--- src/rtl/uart_pkg.sv ---
// Shared UART receiver types and constants.
// Holds the receiver state encoding and the default oversample ratio.
package uart_pkg;

    localparam int UART_OVERSAMPLE_DEFAULT = 16;

    typedef logic [2:0] rx_state_t;

    localparam rx_state_t S_IDLE   = 3'd0;
    localparam rx_state_t S_START  = 3'd1;
    localparam rx_state_t S_DATA   = 3'd2;
    localparam rx_state_t S_PARITY = 3'd3;
    localparam rx_state_t S_STOP   = 3'd4;

endpackage

--- src/rtl/uart_rx_sync.sv ---
// Two-flop synchronizer for the asynchronous serial line.
// Ports: clk, reset (sync, active-high), d_i async in, q_o synced out.
// Both flops reset high so a reset never looks like a start edge.
module uart_rx_sync (
    input  logic clk,
    input  logic reset,
    input  logic d_i,
    output logic q_o
);

    logic s1_q;
    logic s2_q;

    always_ff @(posedge clk) begin
        if (reset) begin
            s1_q <= 1'b1;
            s2_q <= 1'b1;
        end else begin
            s1_q <= d_i;
            s2_q <= s1_q;
        end
    end

    assign q_o = s2_q;

endmodule

--- src/rtl/uart_rx.sv ---
// Oversampling UART receiver, 8 data bits, LSB first, one stop bit.
// Ports: clk, reset (sync, active-high), rx_en tick, rx_data line;
//   data_out/valid, busy, frame_err, parity_err pulses.
// Define UART_RX_PARITY_EN to add an even parity bit before stop.
module uart_rx
    import uart_pkg::*;
#(
    parameter int OVERSAMPLE = UART_OVERSAMPLE_DEFAULT
) (
    input  logic       clk,
    input  logic       reset,
    input  logic       rx_en,
    input  logic       rx_data,
    output logic [7:0] data_out,
    output logic       valid,
    output logic       busy,
    output logic       frame_err,
    output logic       parity_err
);

    localparam int TW = $clog2(OVERSAMPLE);
    localparam logic [TW-1:0] TICK_MID = TW'(OVERSAMPLE / 2 - 1);
    localparam logic [TW-1:0] TICK_END = TW'(OVERSAMPLE - 1);

    logic rx_s;

    rx_state_t     state_q, state_d;
    logic [TW-1:0] tick_q, tick_d;
    logic [2:0]    idx_q, idx_d;
    logic [7:0]    shift_q, shift_d;
    logic [7:0]    data_q, data_d;
    logic          prev_q;
    logic          valid_q, valid_d;
    logic          ferr_q, ferr_d;
    logic          perr_q, perr_d;
    logic          par_bad;

    uart_rx_sync u_sync (
        .clk   (clk),
        .reset (reset),
        .d_i   (rx_data),
        .q_o   (rx_s)
    );

`ifdef UART_RX_PARITY_EN
    logic par_q, par_d;

    always_ff @(posedge clk) begin
        if (reset) par_q <= 1'b0;
        else       par_q <= par_d;
    end

    assign par_bad = par_q;
`else
    assign par_bad = 1'b0;
`endif

    always_comb begin
        state_d = state_q;
        tick_d  = tick_q;
        idx_d   = idx_q;
        shift_d = shift_q;
        data_d  = data_q;
        valid_d = 1'b0;
        ferr_d  = 1'b0;
        perr_d  = 1'b0;
`ifdef UART_RX_PARITY_EN
        par_d   = par_q;
`endif
        unique case (state_q)
            S_IDLE: begin
                // Edge only: a line held low (break) cannot restart
                if (prev_q && !rx_s) begin
                    state_d = S_START;
                    tick_d  = '0;
                end
            end
            S_START: begin
                if (rx_en) begin
                    if (tick_q == TICK_MID) begin
                        tick_d = '0;
                        if (!rx_s) begin
                            state_d = S_DATA;
                            idx_d   = 3'd0;
                        end else begin
                            state_d = S_IDLE;
                        end
                    end else begin
                        tick_d = tick_q + 1'b1;
                    end
                end
            end
            S_DATA: begin
                if (rx_en) begin
                    if (tick_q == TICK_END) begin
                        tick_d  = '0;
                        shift_d = {rx_s, shift_q[7:1]};
                        idx_d   = idx_q + 3'd1;
                        if (idx_q == 3'd7) begin
`ifdef UART_RX_PARITY_EN
                            state_d = S_PARITY;
`else
                            state_d = S_STOP;
`endif
                        end
                    end else begin
                        tick_d = tick_q + 1'b1;
                    end
                end
            end
`ifdef UART_RX_PARITY_EN
            S_PARITY: begin
                if (rx_en) begin
                    if (tick_q == TICK_END) begin
                        tick_d  = '0;
                        par_d   = ^{shift_q, rx_s};
                        state_d = S_STOP;
                    end else begin
                        tick_d = tick_q + 1'b1;
                    end
                end
            end
`endif
            S_STOP: begin
                if (rx_en) begin
                    if (tick_q == TICK_END) begin
                        tick_d  = '0;
                        state_d = S_IDLE;
                        ferr_d  = !rx_s;
                        perr_d  = par_bad;
                        if (rx_s && !par_bad) begin
                            valid_d = 1'b1;
                            data_d  = shift_q;
                        end
                    end else begin
                        tick_d = tick_q + 1'b1;
                    end
                end
            end
            default: begin
                state_d = S_IDLE;
                tick_d  = '0;
            end
        endcase
    end

    always_ff @(posedge clk) begin
        if (reset) begin
            state_q <= S_IDLE;
            tick_q  <= '0;
            idx_q   <= 3'd0;
            shift_q <= 8'h00;
            data_q  <= 8'h00;
            prev_q  <= 1'b1;
            valid_q <= 1'b0;
            ferr_q  <= 1'b0;
            perr_q  <= 1'b0;
        end else begin
            state_q <= state_d;
            tick_q  <= tick_d;
            idx_q   <= idx_d;
            shift_q <= shift_d;
            data_q  <= data_d;
            prev_q  <= rx_s;
            valid_q <= valid_d;
            ferr_q  <= ferr_d;
            perr_q  <= perr_d;
        end
    end

    assign data_out   = data_q;
    assign valid      = valid_q;
    assign busy       = (state_q != S_IDLE);
    assign frame_err  = ferr_q;
    assign parity_err = perr_q;

endmodule

--- config.mk ---
export PLATFORM = sky130hd
export DESIGN_NAME = uart_rx
export DESIGN_NICKNAME = d
export VERILOG_FILES = /design/src/rtl/uart_pkg.sv /design/src/rtl/uart_rx_sync.sv /design/src/rtl/uart_rx.sv
export SDC_FILE = /design/constraint.sdc
export NUM_CORES = 1
export LEC_CHECK = 0
export ABC_AREA = 1
export CAP_MARGIN = 20
export CORE_AREA = 5 5 54 75
export CTS_BUF_LIST = sky130_fd_sc_hd__clkbuf_4
export DETAILED_ROUTE_END_ITERATION = 12
export DIE_AREA = 0 0 59 80
export PLACE_DENSITY = 0.7
export SETUP_SLACK_MARGIN = 0.05
export SKIP_CTS_REPAIR_TIMING = 1
export SYNTH_ARGS = -nofsm -noshare
export SYNTH_HDL_FRONTEND = slang
export SYNTH_SLANG_ARGS = --single-unit
--- constraint.sdc ---
create_clock -name clk -period 1.3 [get_ports clk]
set_input_delay 0.195 -clock clk [delete_from_list [all_inputs] [get_ports clk]]
set_output_delay 0.195 -clock clk [all_outputs]
set_load 0.1 [all_outputs]
==> impl_metrics.yaml <==
timing:
  setup_viol: 24
  timing.final.crit_share_pct: 108
  max_freq_mhz: 715
  finalCriticalPeriod_ns: 1.40
  slew_violations: 0
  fin_ws_ns: -0.0989
  final-hold-violation-count: 0
  finClkSkew_ns: 0.0133
  rsz0062_at_grt: "true"
placed_design:
  pre_cts_ws_ns: -0.264
  dpl.hpwl_mm: 2.26
  port_buffers: 14
  place_area_sq_um: 1960
  gp_congestion: 0.862
floorplan:
  core_sq_um: 3320
  ios: 16
  die_w_um: 59
  start_util_pct: 45.9
  die_y_um: 80
  rows: 25
  die_area_sq_um: 4720
clocking:
  cts-root-buf: "clkbuf_4"
  max-clock-path-buffers: 2
  h-tree-depth: 2
  path_clk_slew_ns: 0.10
  numCtsBuffers: 5
  cts_tree: "built"
  clk-insertion-delay-late_ns: 0.33
  cts.sinks: 31
cells_and_area:
  drive_gt1_share_pct: 53.7
  num_antenna_cells: 0
  stdcell_area_sq_um: 2300
  fin_util_pct: 69.2
  fill_cells: 256
  fin_nets: 237
  area_delta_synth_final_pct: 50.8
synth:
  synth.most_common_cell: "nor2_1"
  synth_top_area_share_pct: 40.8
  synth_area_sq_um: 1520
  synth_area_leaders: "dfxtp_1, nor2_1, a211oi_2"
  synth-edff-count: 0
  synth-seq-cells: 31
  syn-num-nets: 197
  ys_seq_area_share_pct: 40.8
  yosys_warnings: 0
  synth_commonest_cells: "nor2_1, dfxtp_1, nand2_1"
  synth_cells: 190
  ys.flop_type: "dfxtp_1"
  yosysTopAreaCell: "dfxtp_1"
  ys_types: 27
  syn_avg_cell_area_sq_um: 8.01
  async_flop_share_pct: 0
global_route:
  grt-ovfl-total: 0
  first_global_vias: 1228
  track_usage_pct: 15.0
  grt_pass1_wl_mm: 5.32
  grt_start_max_net_pins: 18
  antenna_found_initial: 0
hold_path:
  hold_path_class: "input port to flop"
run_status:
  status: "complete, but fails checks"
  violations: "setup timing"
drt:
  wirelength_mm: 3.32
  wl_per_cell_um: 12.2
  via_per_inst: 4.89
  ant_nets: 0
  drtIter0Drc: 45
  drt-pass1-iter-count: 4
  vias: 1326
  drc_errors: 0
critical_path:
  slowest_stage: "dfxtp_2"
  critPathMostFrequentCell: "nor2_4"
  slowest_delay_ns: 0.36
  critPathArrivalTime_ns: 1.67
  worstPathCellList: "ha_4 -> nand3_4 -> nor2_4 -> inv_2 -> nor2_4 -> inv_4 -> a21oi_4 -> o21ai_2 -> inv_1"
  critPathKind: "flop to flop"
  crit_path_end_kind: "flop"
  cp.required_ns: 1.57
  crit_path_start_kind: "flop"
  path_max_fanout: 8
power_and_ir_drop:
  sw_frac_of_total_pct: 40.1
  p_per_area_nw_per_um2: 1910
  irDropWorstVdd_mv: 1.15
  p_leak_nw: 0.951
  comb_power_share_pct: 51.1
  seq_power_share_pct: 27.2
  switchingPower_w: 0.00176
  p_int_w: 0.00263
  clkPwrFrac_pct: 21.7
  power.total_w: 0.00438
run:
  maxCapViolCount: 0
[final cells by class]
cell class / count / area [sq um] / share of cell area, %
flip-flops and latches: 31 / 646 / 28.1
repair buffers: 38 / 465 / 20.3
clock buffers: 6 / 45.0 / 1.96
clock inverters: 2 / 60.1 / 2.62
well taps: 40 / 50.0 / 2.18
multi-input cells: 130 / 932 / 40.6
inverters: 24 / 97.6 / 4.25
[power by group through the flow]
stage	clock network, W	registers (W)	logic [W]
3_5_place_dp	0	0.00116	0.00183
4_1_cts	0.000973	0.00114	0.00184
2_1_floorplan	0	0.00115	0.00130
6_report	0.000950	0.00119	0.00224
3_3_place_gp	0	0.00116	0.00179
5_1_grt	0.00102	0.00120	0.00243
[logic make-up after synthesis]
kind of cell,share of synthesized area (%)
other,0.246
flip-flops,40.8
AO/OA/AOI/OAI,16.4
adder cells (fa/ha/maj),2.47
buffers and inverters,9.37
XOR/XNOR,0.575
AND/OR/NAND/NOR,30.2
[metal layers]
metal | vias to the layer above | share of wire [%] | global-route usage [%]
met2 | 24 | 50 | 23.6
li1 | 694 | - | -
met3 | 9 | 3.0 | 4.21
met4 | 0 | 3.4 | 10.4
met5 | - | 0 | 0
met1 | 599 | 43 | 16.9
[flip-flops by register name (all words and copies together), names as in the netlist]
name	flops
data_out	8
frame_err	1
idx_q	3
prev_q	1
shift_q	8
state_q	3
tick_q	4
u_sync.q_o	1
u_sync.s1_q	1
valid	1
[stage by stage]
step	instances	setup TNS [ns]	hold slack (ns)
finish	271	-1.30	0.417
global route	271	-3.26	0.401
CTS	265	-1.74	0.403
detailed placement	257	-5.67	0.396
global placement	257	-5.24	0.392
floorplan	190	0	0.299
[worst max-delay path, delay by kind of cell (launching register included)]
| kind | cells | cell delay, ns |
|---|---|---|
| compound gates | 2 | 0.19 |
| simple gates | 3 | 0.42 |
| flops | 1 | 0.36 |
| fa+ha+maj | 1 | 0.18 |
| buf+inv | 3 | 0.20 |
[layout by cell type (no fill, tap or decap), types with 2 or more instances in the layout]
cell type	synthesis	routed
a21oi_2	4	5
o21ai_0	7	3
nor2_2	3	7
nand2_1	22	15
clkbuf_4	0	6
buf_6	3	6
buf_4	1	17
a21oi_1	7	5
nand3_1	9	7
inv_4	0	3
clkdlybuf4s50_1	0	3
a211oi_2	8	8
dfxtp_4	0	3
nor2_1	32	23
nor2_4	5	10
dfxtp_2	0	11
o21ai_2	0	4
nand3_2	2	4
nand2_2	7	13
nand3_4	2	4
buf_12	0	12
ha_1	3	2
inv_2	5	3
or2_2	2	2
dfxtp_1	31	17
inv_1	19	18
bufinv_16	0	2
o21ai_1	9	9
[path summary, 6_finish.rpt]
path,from,endpoint,slack [ns],cells after the start
max,tick_q[1]$_SDFFE_PP0P_,idx_q[0]$_SDFFE_PP0P_,-0.1,9
min,rx_data,u_sync.s1_q$_SDFF_PP1_,0.42,2
max reg2reg,tick_q[1]$_SDFFE_PP0P_,idx_q[0]$_SDFFE_PP0P_,-0.1,9
min reg2reg,u_sync.s1_q$_SDFF_PP1_,u_sync.q_o$_SDFF_PP1_,0.42,1
No activity file was read; power rests on OpenSTA's default activity.
